$ cat config.mk
export PLATFORM = sky130hd
export DESIGN_NAME = toggle_monitor
export DESIGN_NICKNAME = d
export VERILOG_FILES = /design/src/rtl/toggle_monitor.sv
export SDC_FILE = /design/constraint.sdc
export NUM_CORES = 1
export LEC_CHECK = 0
export BUFFER_PORTS_ARGS = -buffer_cell sky130_fd_sc_hd__buf_4
export CELL_PAD_IN_SITES_DETAIL_PLACEMENT = 0
export CELL_PAD_IN_SITES_GLOBAL_PLACEMENT = 2
export CORE_UTILIZATION = 36
export CTS_BUF_LIST = sky130_fd_sc_hd__clkbuf_4 sky130_fd_sc_hd__clkbuf_8
export CTS_CLUSTER_DIAMETER = 120
export DETAILED_ROUTE_END_ITERATION = 6
export HOLD_SLACK_MARGIN = 0.1
export PLACE_DENSITY_LB_ADDON = 0.05
export SKIP_CTS_REPAIR_TIMING = 1
export SLEW_MARGIN = 15
export SYNTH_ARGS = -nofsm -noshare
export SYNTH_HDL_FRONTEND = slang
export SYNTH_SLANG_ARGS = --single-unit
$ cat constraint.sdc
create_clock -name CLK -period 2.9 [get_ports CLK]
set_clock_uncertainty 0.1 [all_clocks]
set_input_delay 0.29 -clock CLK [delete_from_list [all_inputs] [get_ports CLK]]
set_output_delay 0.29 -clock CLK [all_outputs]
set_load 0.005 [all_outputs]
$ cat src/rtl/toggle_monitor.sv
`default_nettype none
// ============================================================================
// Module   : toggle_monitor
// Purpose  : Samples an asynchronous toggling/held signal on CLK and classifies
//            it. Reports rise/fall/any-edge pulses, the rising-to-rising period,
//            a running edge count, and a STUCK flag when the signal stops
//            toggling for TIMEOUT cycles.
// Revision : 1.0 - initial release
// ----------------------------------------------------------------------------
// Parameters:
//   CNT_W      width of PERIOD and of the period / idle counters
//   TIMEOUT    consecutive edge-free cycles that declare STUCK (2..2^CNT_W-1)
// Ports:
//   CLK        clock, all state updates on posedge
//   RST_N      synchronous active-low reset
//   DIN        monitored signal, asynchronous to CLK
//   LEVEL      synchronized level of DIN
//   RISE       one-cycle pulse per detected rising edge
//   FALL       one-cycle pulse per detected falling edge
//   EDGE       RISE | FALL
//   PERIOD     last rising-to-rising period in CLK cycles, saturating
//   PERIOD_VLD one-cycle pulse when PERIOD is updated
//   STUCK      high while no edge has been seen for TIMEOUT cycles
//   EDGE_CNT   count of detected edges, wraps modulo 256
// ============================================================================
module toggle_monitor #(
    parameter int CNT_W   = 8,
    parameter int TIMEOUT = 16
) (
    input  logic             CLK,
    input  logic             RST_N,
    input  logic             DIN,
    output logic             LEVEL,
    output logic             RISE,
    output logic             FALL,
    output logic             EDGE,
    output logic [CNT_W-1:0] PERIOD,
    output logic             PERIOD_VLD,
    output logic             STUCK,
    output logic [7:0]       EDGE_CNT
);

    localparam logic [CNT_W-1:0] C_CNT_MAX = '1;
    localparam logic [CNT_W-1:0] C_TIMEOUT = CNT_W'(TIMEOUT);

    typedef enum logic [1:0] {
        IDLE  = 2'd0,   // no valid rise reference
        ARMED = 2'd1,   // a rise has been seen, r_pcnt is meaningful
        STK   = 2'd2    // no edge for TIMEOUT cycles
    } state_t;

    state_t           r_state;
    logic             r_s1;
    logic             r_s2;
    logic             r_s3;
    logic [CNT_W-1:0] r_pcnt;
    logic [CNT_W-1:0] r_icnt;

    logic             w_rise;
    logic             w_fall;
    logic             w_edge;
    logic [CNT_W-1:0] w_icnt_nxt;
    logic [CNT_W-1:0] w_period_nxt;
    logic             w_timeout;

    // r_s1/r_s2 form the synchronizer; r_s3 holds the previous synchronized
    // level so edges are detected on clean, already-synchronized data.
    assign w_rise = r_s2 & ~r_s3;
    assign w_fall = ~r_s2 & r_s3;
    assign w_edge = w_rise | w_fall;

    assign w_icnt_nxt   = (r_icnt == C_TIMEOUT) ? r_icnt : r_icnt + 1'b1;
    // r_pcnt was cleared on the previous rise, so it lags the true period by 1.
    assign w_period_nxt = (r_pcnt == C_CNT_MAX) ? C_CNT_MAX : r_pcnt + 1'b1;
    // An edge this cycle always wins over the timeout.
    assign w_timeout    = ~w_edge & (w_icnt_nxt == C_TIMEOUT);

    assign LEVEL = r_s2;
    assign EDGE  = RISE | FALL;

    always_ff @(posedge CLK) begin
        if (!RST_N) begin
            r_s1       <= 1'b0;
            r_s2       <= 1'b0;
            r_s3       <= 1'b0;
            r_pcnt     <= '0;
            r_icnt     <= '0;
            r_state    <= IDLE;
            RISE       <= 1'b0;
            FALL       <= 1'b0;
            PERIOD     <= '0;
            PERIOD_VLD <= 1'b0;
            STUCK      <= 1'b0;
            EDGE_CNT   <= 8'd0;
        end else begin
            r_s1       <= DIN;
            r_s2       <= r_s1;
            r_s3       <= r_s2;
            RISE       <= w_rise;
            FALL       <= w_fall;
            PERIOD_VLD <= 1'b0;

            r_pcnt <= w_rise ? '0 : w_period_nxt;
            r_icnt <= w_edge ? '0 : w_icnt_nxt;

            if (w_edge) begin
                EDGE_CNT <= EDGE_CNT + 8'd1;
            end

            if (w_timeout) begin
                r_state <= STK;
                STUCK   <= 1'b1;
            end else begin
                case (r_state)
                    IDLE: begin
                        if (w_rise) begin
                            r_state <= ARMED;
                        end
                    end
                    ARMED: begin
                        if (w_rise) begin
                            PERIOD     <= w_period_nxt;
                            PERIOD_VLD <= 1'b1;
                        end
                    end
                    STK: begin
                        // Period is unknown after a stall: re-arm without a
                        // measurement on rise, drop the reference on fall.
                        if (w_rise) begin
                            r_state <= ARMED;
                            STUCK   <= 1'b0;
                        end else if (w_fall) begin
                            r_state <= IDLE;
                            STUCK   <= 1'b0;
                        end
                    end
                    default: begin
                        r_state <= IDLE;
                        STUCK   <= 1'b0;
                    end
                endcase
            end
        end
    end

endmodule
`default_nettype wire

==> flow_metrics.py <==
metrics = {
    "grt": {
        "gr-total-overflow": 0,
        "grt_pass1_wl_um": 6370,
        "grt_antenna_before_repair": 0,
        "grt_max_degree": 18,
        "grt_pass1_vias": 1410,
        "grt_usage": 0.153,
    },
    "routing": {
        "drc": 0,
        "highest_layer": "met4",
        "ant_nets": 0,
        "viasPerCell": 4.85,
        "firstDrtPassIters": 4,
        "met1_length_um": 1760,
        "wl_per_cell_um": 12.8,
        "dr_wl_met3_um": 154,
        "vias": 1449,
        "met2_length_um": 1840,
        "wl_um": 3820,
        "first_iter_violations": 31,
    },
    "synth": {
        "yosysSeqAreaShare": 0.437,
        "ys_types": 45,
        "syn_avg_cell_area_um2": 9.04,
        "synthMuxAreaShare": 0.0107,
        "synth_top_family_by_area": "simple AND/OR/NAND/NOR gates",
        "synth_edf_count": 0,
        "synth_ff_type": "dfxtp_1",
        "synth.ff_latch_count": 41,
        "synth-compound-area-share": 0.136,
        "synth-simple-area-share": 0.253,
        "synthXorXnorAreaFrac": 0.0746,
        "ys_warn_count": 0,
        "synth_adder_area_share": 0.0399,
        "synth_cells": 208,
        "synth_area_um2": 1880,
        "synthesis.nets": 217,
        "async_flop_share": 0,
    },
    "layout": {
        "final_cell_mix": "41 x dfxtp_1, 28 x nor2_1, 24 x buf_4, 16 x nand2_1, 15 x nand3_1",
        "drive_gt1_frac": 0.190,
        "area_growth_pct": 18.0,
        "final_util": 0.455,
        "final_common_cell": "dfxtp_1",
        "layout.nets": 240,
        "diodes": 0,
        "fill_cells": 500,
    },
    "timing": {
        "rsz0062_at_grt": "no",
        "fin_crit_ns": 2.53,
        "maxSlewHeadroom": 0.660,
        "hold_viol_final": 0,
        "fin_hold_ws_ns": 0.116,
        "setup_tns_ns": 0,
        "fin_ws_ns": 0.373,
        "worst_slew_pin_slew_ns": 0.510,
        "setup_viol": 0,
        "fin_crit_sh": 0.871,
        "max_freq_mhz": 396,
        "slew_violations": 0,
    },
    "pwr": {
        "cellPowerDensity_nw_per_um2": 541,
        "p_total_mw": 1.20,
        "ir_drop_v": 0.000187,
        "p_leak_nw": 0.881,
    },
    "placement": {
        "gp_congestion": 0.907,
        "pre_cts_ws_ns": 0.377,
        "dp_hpwl_um": 2890,
        "portBuffers": 24,
    },
    "clocking": {
        "path_clk_slew_ns": 0.07,
        "clock_latency_ns": 0.30,
        "clock-sinks": 41,
        "clockBufferDepth": 2,
        "h-tree-depth": 2,
        "clockRootBuffer": "clkbuf_8",
        "cts_buffers": 5,
        "cts_tree": "done",
    },
    "setup_path": {
        "start_kind": "flip-flop",
        "cp_data_arrival_time_ns": 2.61,
        "crit_type": "reg2reg",
        "required_ns": 2.99,
        "cp_max_fo": 10,
        "end_kind": "flip-flop",
    },
    "floorplan": {
        "die_w_um": 74.3,
        "rows": 25,
        "die_area_um2": 5510,
        "chipHeight_um": 74.3,
        "fp.coreArea_um2": 4880,
        "ios": 25,
        "initial_core_util": 0.385,
    },
    "status": {
        "outcome": "finished clean",
    },
    "min_path": {
        "min_path_type": "in2reg",
    },
    "flow_run": {
        "drv_cap": 0,
    },
}
-- sequential cells by signal (all words and copies together) (netlist names), 2 cells and up --
name,flops
r_icnt,8
EDGE_CNT,8
PERIOD,8
r_state,2
r_pcnt,8
-- power by group --
group	internal, mW	total, mW	switching (mW)	leakage (nW)
logic	0.0305	0.0757	0.0452	0.481
clock network	0.342	0.539	0.197	0.0681
registers	0.575	0.586	0.0109	0.332
total	0.947	1.20	0.253	0.881
-- through the flow --
step           area [µm²]  instances
4_1_cts              2220        299
6_report             2220        299
3_3_place_gp         2080        291
2_1_floorplan        1880        208
3_5_place_dp         2080        291
5_1_grt              2220        299
-- layer usage --
metal | GRT usage | vias to the layer above
met3 | 0.0447 | 6
met4 | 0.0524 | 0
met2 | 0.259 | 28
met5 | 0 | -
li1 | - | 758
met1 | 0.186 | 657
-- cell type report --
class                      instances  area [µm²]  area share
inverter                           9        33.8      0.0152
timing repair buffer              24         180      0.0812
multi-input combinational        150         966       0.435
clock inverter                     3        65.1      0.0293
clock buffer                       5        68.8      0.0310
sequential                        41         821       0.370
tap                               67        83.8      0.0378
-- final timing paths --
check                                     startpoint                     end  slack (ns)  cells after the start
worst max register to register  r_icnt[0]$_SDFF_PP0_  PERIOD[3]$_SDFFE_PN0P_        0.37                      7
worst min-delay path                             DIN         r_s1$_SDFF_PN0_        0.12                      2
worst max-delay path            r_icnt[0]$_SDFF_PP0_  PERIOD[3]$_SDFFE_PN0P_        0.37                      7
worst min register to register       r_s1$_SDFF_PN0_        LEVEL$_SDFF_PN0_        0.34                      1
-- kinds of logic (layout without fill, tap and decap cells) --
group | after synthesis | after routing
multiplexers | 2 | 2
flip-flops | 41 | 41
AO/OA/AOI/OAI | 34 | 34
adder cells (fa/ha/maj) | 6 | 6
buffers and inverters | 17 | 41
XOR/XNOR | 16 | 16
AND/OR/NAND/NOR | 92 | 92
-- synth_stat cells, types with 3 or more instances --
library cell / n / area [µm²]
dfxtp_1: 41 / 821
nor2b_1: 5 / 31.3
nand3_1: 15 / 75.1
buf_6: 3 / 33.8
a21oi_1: 7 / 35.0
xor2_1: 8 / 70.1
a221oi_1: 3 / 26.3
and3_1: 6 / 37.5
nand2_1: 16 / 60.1
xnor2_1: 8 / 70.1
nand4_1: 3 / 18.8
a31oi_1: 5 / 31.3
and2_1: 6 / 37.5
nor2_1: 28 / 105
inv_1: 8 / 30.0
ha_1: 6 / 75.1
o21ai_0: 6 / 30.0
-- worst max-delay path, stage by stage (launching register included) --
cell      delay (ns)
dfxtp_1         0.39
ha_1            0.29
a21boi_0        0.12
a2111o_1        0.43
o31ai_4         0.26
and2_1          0.40
nand2_2         0.13
a221oi_1        0.30
Power figures use the tool's default switching activity.
